[config.mk]
export PLATFORM = sky130hd
export DESIGN_NAME = xnor_gate_sweep_ctrl_flat
export DESIGN_NICKNAME = d
export VERILOG_FILES = /design/src/rtl/xnor_gate_sweep_ctrl_if.sv /design/src/rtl/xnor_gate_sweep_ctrl.sv /design/src/flat_wrapper.sv
export SDC_FILE = /design/constraint.sdc
export NUM_CORES = 1
export LEC_CHECK = 0
export CORE_MARGIN = 5
export CORE_UTILIZATION = 54
export DETAILED_ROUTE_END_ITERATION = 12
export GPL_ROUTABILITY_DRIVEN = 0
export PLACE_DENSITY_LB_ADDON = 0.25
export SLEW_MARGIN = 20
export SYNTH_ARGS = -nofsm -noshare
export SYNTH_HDL_FRONTEND = slang
export SYNTH_SLANG_ARGS = --single-unit
[constraint.sdc]
create_clock -name clk -period 4.6 [get_ports clk]
set_input_delay 0.69 -clock clk [delete_from_list [all_inputs] [get_ports clk]]
set_output_delay 0.69 -clock clk [all_outputs]
set_load 0.02 [all_outputs]
[src/rtl/xnor_gate_sweep_ctrl_if.sv]
// rtl/xnor_gate_sweep_ctrl_if.sv - host/gate bundle for the XNOR gate sweep controller
interface xnor_gate_sweep_ctrl_if #(
    parameter int N_IN = 3
);
    logic            start;
    logic            abort;
    logic            dut_y;
    logic [N_IN-1:0] dut_in;
    logic            busy;
    logic            done;
    logic            pass;
    logic [N_IN:0]   err_cnt;
    logic [N_IN-1:0] fail_vec;
    logic            fail_valid;

    modport master (
        output start, abort, dut_y,
        input  dut_in, busy, done, pass, err_cnt, fail_vec, fail_valid
    );

    modport slave (
        input  start, abort, dut_y,
        output dut_in, busy, done, pass, err_cnt, fail_vec, fail_valid
    );
endinterface

[src/rtl/xnor_gate_sweep_ctrl.sv]
// rtl/xnor_gate_sweep_ctrl.sv - exhaustive input sweep and checker for an N-input XNOR gate
module xnor_gate_sweep_ctrl #(
    parameter int N_IN   = 3,
    parameter int SETTLE = 2
) (
    input  logic                  clk,
    input  logic                  rst_n,
    xnor_gate_sweep_ctrl_if.slave bus
);
    typedef enum logic [1:0] {
        S_IDLE = 2'd0,
        S_HOLD = 2'd1,
        S_DONE = 2'd2
    } state_t;

    localparam logic [N_IN-1:0] ALL_ONES = '1;
    localparam logic [3:0]      CNT_INIT = 4'(SETTLE - 1);

    state_t          state_q;
    logic [3:0]      cnt_q;
    logic [N_IN-1:0] dut_in_q;
    logic            busy_q;
    logic            done_q;
    logic            pass_q;
    logic [N_IN:0]   err_cnt_q;
    logic [N_IN-1:0] fail_vec_q;
    logic            fail_valid_q;

    logic            mismatch_d;
    logic [N_IN:0]   err_cnt_d;

    // Only meaningful on a sample edge; dut_y is a combinational function of dut_in_q.
    always_comb begin
        mismatch_d = (bus.dut_y != ~^dut_in_q);
        err_cnt_d  = err_cnt_q + {{N_IN{1'b0}}, mismatch_d};
    end

    always_ff @(posedge clk or negedge rst_n) begin
        if (!rst_n) begin
            state_q      <= S_IDLE;
            cnt_q        <= '0;
            dut_in_q     <= '0;
            busy_q       <= 1'b0;
            done_q       <= 1'b0;
            pass_q       <= 1'b0;
            err_cnt_q    <= '0;
            fail_vec_q   <= '0;
            fail_valid_q <= 1'b0;
        end else begin
            case (state_q)
                S_IDLE: begin
                    done_q <= 1'b0;
                    if (bus.start && !bus.abort) begin
                        state_q      <= S_HOLD;
                        dut_in_q     <= '0;
                        cnt_q        <= CNT_INIT;
                        busy_q       <= 1'b1;
                        err_cnt_q    <= '0;
                        fail_vec_q   <= '0;
                        fail_valid_q <= 1'b0;
                        pass_q       <= 1'b0;
                    end
                end
                S_HOLD: begin
                    if (bus.abort) begin
                        // Partial err_cnt/fail_* are kept for post-mortem; this edge is not sampled.
                        state_q  <= S_IDLE;
                        busy_q   <= 1'b0;
                        dut_in_q <= '0;
                        pass_q   <= 1'b0;
                    end else if (cnt_q != 4'd0) begin
                        cnt_q <= cnt_q - 4'd1;
                    end else begin
                        err_cnt_q <= err_cnt_d;
                        if (mismatch_d && !fail_valid_q) begin
                            fail_vec_q   <= dut_in_q;
                            fail_valid_q <= 1'b1;
                        end
                        if (dut_in_q != ALL_ONES) begin
                            dut_in_q <= dut_in_q + 1'b1;
                            cnt_q    <= CNT_INIT;
                        end else begin
                            state_q <= S_DONE;
                            busy_q  <= 1'b0;
                            done_q  <= 1'b1;
                            pass_q  <= (err_cnt_d == '0);
                        end
                    end
                end
                S_DONE: begin
                    state_q  <= S_IDLE;
                    done_q   <= 1'b0;
                    dut_in_q <= '0;
                end
                default: begin
                    state_q <= S_IDLE;
                end
            endcase
        end
    end

    assign bus.dut_in     = dut_in_q;
    assign bus.busy       = busy_q;
    assign bus.done       = done_q;
    assign bus.pass       = pass_q;
    assign bus.err_cnt    = err_cnt_q;
    assign bus.fail_vec   = fail_vec_q;
    assign bus.fail_valid = fail_valid_q;
endmodule
[src/flat_wrapper.sv]
// flat-port wrapper written by rule: the top's interface ports become plain ports
module xnor_gate_sweep_ctrl_flat 
#(
    parameter int N_IN   = 3,
    parameter int SETTLE = 2
)
  (clk, rst_n, bus_start, bus_abort, bus_dut_y, bus_dut_in, bus_busy, bus_done, bus_pass, bus_err_cnt, bus_fail_vec, bus_fail_valid);
  xnor_gate_sweep_ctrl_if #(.N_IN(N_IN)) bus_i ();
  input  logic clk;
  input  logic rst_n;
  input wire logic [$bits(bus_i.start)-1:0] bus_start;
  input wire logic [$bits(bus_i.abort)-1:0] bus_abort;
  input wire logic [$bits(bus_i.dut_y)-1:0] bus_dut_y;
  output wire logic [$bits(bus_i.dut_in)-1:0] bus_dut_in;
  output wire logic [$bits(bus_i.busy)-1:0] bus_busy;
  output wire logic [$bits(bus_i.done)-1:0] bus_done;
  output wire logic [$bits(bus_i.pass)-1:0] bus_pass;
  output wire logic [$bits(bus_i.err_cnt)-1:0] bus_err_cnt;
  output wire logic [$bits(bus_i.fail_vec)-1:0] bus_fail_vec;
  output wire logic [$bits(bus_i.fail_valid)-1:0] bus_fail_valid;
  assign bus_i.start = bus_start;
  assign bus_i.abort = bus_abort;
  assign bus_i.dut_y = bus_dut_y;
  assign bus_dut_in = bus_i.dut_in;
  assign bus_busy = bus_i.busy;
  assign bus_done = bus_i.done;
  assign bus_pass = bus_i.pass;
  assign bus_err_cnt = bus_i.err_cnt;
  assign bus_fail_vec = bus_i.fail_vec;
  assign bus_fail_valid = bus_i.fail_valid;
  xnor_gate_sweep_ctrl #(.N_IN(N_IN), .SETTLE(SETTLE)) u_core (.clk(clk), .rst_n(rst_n), .bus(bus_i));
endmodule
==> impl_metrics.toml <==
[finish]
drive_above_1_share = 0.101
post-route-util = 0.687
diodes = 0
area_growth_pct = 24.4
finish.instance_area_um2 = 1310
fin_nets = 131

[worst_setup_path]
crit_fanout = 3
slowest_delay_ns = 0.46
path_common_cell = "ha_1"
cp-end-kind = "flip-flop"
critPathTopFamily = "XOR/XNOR gates"
required_ns = 4.81
crit_buf_inv = 2
critPathKind = "in -> reg"
arrival_ns = 2.73
cp_slowest_cell = "clkdlybuf4s50_1"
start_kind = "input port"
cp_cell_sequence = "clkdlybuf4s50_1 > xor3_1 > inv_1 > ha_1 > ha_1 > xor2_1 > nor3_1 > and3_1 > mux2_2"

[yosys]
synthArstFlopShare = 1.00
avgSynthCellArea_um2 = 10.6
seq_area_frac_synth = 0.477
synth_area_um2 = 1050
ys_warn_count = 0
ys_ff_latch = 20
syn_inst = 99
synth-main-ff-cell = "dfrtp_1"
synth_nets = 110
synth_edf_count = 0
yosysUniqueCellTypes = 26

[timing]
worst_slack_ns = 2.08
setup_violations = 0
fin_crit_sh = 0.547
rsz0062_at_grt = "no"
max_slew.worst_pin.slew_ns = 0.871
fmax_mhz = 397
hold_violations = 0
slew_headroom = 0.417
finalSetupTns_ns = 0
period_needed_ns = 2.52
skew_ns = 0.0126
final_max_slew_viol_count = 0

[status]
status = "finished clean"

[cts]
clk_latency_ns = 0.31
clockBufferDepth = 2
ctsResizeCount = 0
numClockSinks = 20
post_cts.repair.setup_buffers = 0
cts.htree.levels = 1
tritoncts = "done"
root_buffer = "clkbuf_4"
cts_made_buffers = 3
clk_pin_slew_worst_paths_ns = 0.12
ctsHoldBuffers = 0

[placement]
place_area_um2 = 1250
dp_slack_ns = 1.78
io_buffers = 18
dp_hpwl_mm = 1.62

[detailed_routing]
viasPerCell = 5.75
routed_wl_mm = 2.15
routedWlPerCell_um = 14.7
drtIter0Drc = 11
ant_nets = 0
drc = 0
firstDrtPassIters = 4
vias = 840

[pwr]
power_mw = 0.634
ir_drop_uv = 384
p_per_area_nw_per_um2 = 485
p_leak_nw = 0.596

[global_route]
grt.total_usage = 0.172
antenna_found_initial = 0
grt_pass1_vias = 791
grt.overflow.total = 0
grt_pass1_wl_mm = 3.56
grt_max_degree = 21

[worst_hold_path]
worst_hold_path_type = "reg -> reg"

[die]
num_rows = 16
die_x_um = 54.1
die_area_um2 = 2930
die_h_um = 54.1
core-area_um2 = 1900
start_util = 0.552
io-pin-count = 19

[flow_run]
cap_violations = 0
==> power breakdown <==
part / switching [mW] / leakage (nW) / total (mW) / internal [mW]
clock: 0.0560 / 0.0279 / 0.144 / 0.0881
combinational: 0.130 / 0.299 / 0.240 / 0.109
sequential: 0.0395 / 0.269 / 0.250 / 0.211
==> kinds of logic (layout without fill, tap and decap cells) <==
family	after synthesis	count (layout)	synth area share
simple gates	32	32	0.187
compound gates	29	29	0.176
flops	20	20	0.477
buf+inv	7	27	0.0274
fa+ha+maj	6	6	0.0715
xor+xnor	3	3	0.0393
mux	2	2	0.0215
==> layout by cell type (no fill, tap or decap) <==
cell type,synthesis,layout
nor3b_2,2,2
o21ai_1,2,2
nand3_1,4,4
clkdlybuf4s50_1,0,18
o2bb2ai_1,2,2
xor2_1,2,2
nor3_2,3,3
nor4bb_1,1,1
clkbuf_4,0,3
or3b_2,1,1
nor2b_1,3,3
xor3_1,1,1
o21a_1,2,2
and3_1,1,1
inv_1,5,5
a21oi_1,3,3
ha_1,6,6
mux2_2,2,2
nor2_1,6,6
bufinv_16,0,1
nand2b_1,1,1
nor3_1,5,5
dfrtp_1,20,20
a31oi_1,1,1
or3b_1,1,1
o21ai_0,12,12
a22o_1,7,7
nand2_1,4,4
==> flip-flops by register name, summed over array words and instances, names as in the netlist <==
signal	count
u_core.bus.err_cnt	4
u_core.cnt_q	4
u_core.bus.dut_in	3
u_core.bus.fail_vec	3
u_core.state_q	2
u_core.bus.busy	1
u_core.bus.done	1
u_core.bus.fail_valid	1
u_core.bus.pass	1
==> worst paths after layout <==
kind	startpoint	end	slack, ns	cells after the start
worst max-delay path	bus_dut_y	u_core.bus.pass$_DFFE_PN0P_	2.08	9
worst min-delay path	u_core.bus.busy$_DFFE_PN0P_	u_core.bus.busy$_DFFE_PN0P_	0.50	1
worst max register to register	u_core.bus.dut_in[0]$_DFFE_PN0P_	u_core.bus.pass$_DFFE_PN0P_	2.17	9
worst min register to register	u_core.bus.busy$_DFFE_PN0P_	u_core.bus.busy$_DFFE_PN0P_	0.50	1
max in group asynchronous	rst_n	u_core.cnt_q[1]$_DFFE_PN0P_	3.19	1
min in group asynchronous	rst_n	u_core.bus.dut_in[1]$_DFFE_PN0P_	0.86	1
==> metal layers <==
layer	global-route usage	share of wire	vias up
li1	-	-	399
met1	0.201	0.44	423
met2	0.308	0.50	14
met3	0.0249	0.033	4
met4	0.0747	0.018	0
met5	0	0	-
==> metrics by stage <==
stage	cells	hold slack, ns
2_1_floorplan	99	0.394
3_5_place_dp	142	0.484
4_1_cts	146	0.511
6_report	146	0.503
5_1_grt	146	0.518
3_3_place_gp	142	0.477
==> Yosys cell counts (3+ instances only) <==
| cell type | n | share of area |
|---|---|---|
| nand2_1 | 4 | 0.014 |
| a22o_1 | 7 | 0.058 |
| nor3_2 | 3 | 0.029 |
| inv_1 | 5 | 0.018 |
| nor3_1 | 5 | 0.024 |
| dfrtp_1 | 20 | 0.48 |
| nor2_1 | 6 | 0.021 |
| nor2b_1 | 3 | 0.018 |
| o21ai_0 | 12 | 0.057 |
| nand3_1 | 4 | 0.019 |
| ha_1 | 6 | 0.072 |
| a21oi_1 | 3 | 0.014 |
==> cell type report <==
type	instances	area [um^2]
Clock buffer	3	22.5
Clock inverter	1	30.0
Inverter	5	18.8
Timing Repair Buffer	18	180
Fill cell	146	596
Multi-Input combinational cell	72	520
Tap cell	27	33.8
Sequential cell	20	500
Power figures use the tool's default switching activity.
==> edit: new RTL, same flow settings <==
`N_IN` is set to 3 in 3 places; all go to 6.
--- a/src/rtl/xnor_gate_sweep_ctrl_if.sv
+++ b/src/rtl/xnor_gate_sweep_ctrl_if.sv
@@ -1,6 +1,6 @@
 // rtl/xnor_gate_sweep_ctrl_if.sv - host/gate bundle for the XNOR gate sweep controller
 interface xnor_gate_sweep_ctrl_if #(
-    parameter int N_IN = 3
+    parameter int N_IN = 6
 );
     logic            start;
     logic            abort;
--- a/src/rtl/xnor_gate_sweep_ctrl.sv
+++ b/src/rtl/xnor_gate_sweep_ctrl.sv
@@ -1,6 +1,6 @@
 // rtl/xnor_gate_sweep_ctrl.sv - exhaustive input sweep and checker for an N-input XNOR gate
 module xnor_gate_sweep_ctrl #(
-    parameter int N_IN   = 3,
+    parameter int N_IN   = 6,
     parameter int SETTLE = 2
 ) (
     input  logic                  clk,
--- a/src/flat_wrapper.sv
+++ b/src/flat_wrapper.sv
@@ -1,7 +1,7 @@
 // flat-port wrapper written by rule: the top's interface ports become plain ports
 module xnor_gate_sweep_ctrl_flat 
 #(
-    parameter int N_IN   = 3,
+    parameter int N_IN   = 6,
     parameter int SETTLE = 2
 )
   (clk, rst_n, bus_start, bus_abort, bus_dut_y, bus_dut_in, bus_busy, bus_done, bus_pass, bus_err_cnt, bus_fail_vec, bus_fail_valid);
Interface: changed (resized bus_dut_in, bus_err_cnt and bus_fail_vec); port bits go from 19 to 28. No check against the original RTL was run, so the function may have changed too.
==> edit against the unedited design <==
Sequential share of layout area shrank 1.9 points. Global-route usage grew 3.2 points. Final cell count grew 58%. Die area grew 45%. Critical endpoint unchanged. Setup slack lost 0.29 ns. Cell area grew 53%. Highest routed layer unchanged. Area after synthesis grew 56%. Critical path type unchanged. Via count grew 70%. Sequential power grew 30%. Register-to-register slack lost 0.38 ns. Sequential cell count grew 9. Clock power grew 26%. Wire length grew 77%. Power grew 19%.
==> edit: results <==
[synth]
synth_nets = 180
ys_seq_area_frac = 0.442
yosysUniqueCellTypes = 45
synth_common_cells = dfrtp_1, nand2_1, o21ai_0
synth_area_leaders = dfrtp_1, ha_1, o21ai_0
synth_warnings = 0

[finish]
nClkBuffers = 7
multiInputCombCellCount = 125
drive_gt1_frac = 0.0711
inv_count = 7
multi_input_area_share = 0.428
clk_share = 0.0351
largest_reg_flops = 7
n_fill_cell = 252
nets = 208
layout.nonclk_buf_frac = 0.139
signal_buffers = 28
seq_area_um2 = 726
insertedDiodeCount = 0

[worst_hold_path]
min_to = u_core.bus.done
min_path_cells = 1
hold_class = reg2reg
worstHoldStart = u_core.bus.done

[detailed_routing]
wl_per_cell_um = 16.5
met2WireLength_um = 1870
initialDrtViolationCount = 86
wl_met3_um = 239
wl_met1_um = 1620
vias = 1425

[pwr]
pwr-share-seq = 0.430
switching_share = 0.362
ir_worst_vdd_mv = 0.207
p_leak_nw = 0.847
pwr-share-clk = 0.239

[clock_tree]
ctsResizeCount = 0
insertion_delay_ns = 0.34
clk_pin_slew_ns = 0.09
numClockSinks = 29
post_cts_buffers = 0
htree_levels = 2
cts_made_buffers = 5

[place]
place_hpwl_um = 2750
io_buffers = 27
pre_cts_ws_ns = 1.48

[setup_path]
endpoint = u_core.bus.pass
reg2reg_setup_slack_ns = 1.79
arrival_ns = 3.06
worst-path-max-fanout = 6

[grt]
grt.met3_usage = 0.0632
use_met1 = 0.249
grt_max_degree = 30
grtUsageTotal = 0.203
use_met2 = 0.331
grt_pass1_wl_um = 6590
antenna_found_initial = 0

[sta]
fin_crit_ns = 2.81
relSlewSlack = 0.441
finalClockSkew_ns = 0.00784

[status]
status = finished, final reports clean

[flow_run]
max_cap_violations = 0
==> edit: logic make-up after synthesis <==
group / share of synthesized area
multiplexers: 0.0183
XOR/XNOR: 0.0267
flip-flops: 0.442
buffers and inverters: 0.0388
AO/OA/AOI/OAI: 0.208
adder cells (fa/ha/maj): 0.0533
AND/OR/NAND/NOR: 0.213
==> edit: metrics by stage <==
stage	hold slack [ns]	area [µm²]	power [W]	cells	util
2_1_floorplan	0.394	1640	0.000493	168	-
3_3_place_gp	0.477	1920	0.000567	222	0.646
3_5_place_dp	0.483	1920	0.000576	222	0.646
4_1_cts	0.503	1990	0.000759	230	0.670
5_1_grt	0.539	1990	0.000809	230	0.670
6_report	0.497	1990	0.000756	230	0.670
==> edit: worst max-delay path: stages <==
cell and delay, ns:
clkdlybuf4s50_1 0.41, xor2_1 0.18, xnor2_1 0.34, inv_1 0.12
ha_1 0.27, a311oi_1 0.30, a31oi_1 0.07, or4_4 0.48
o31ai_2 0.21
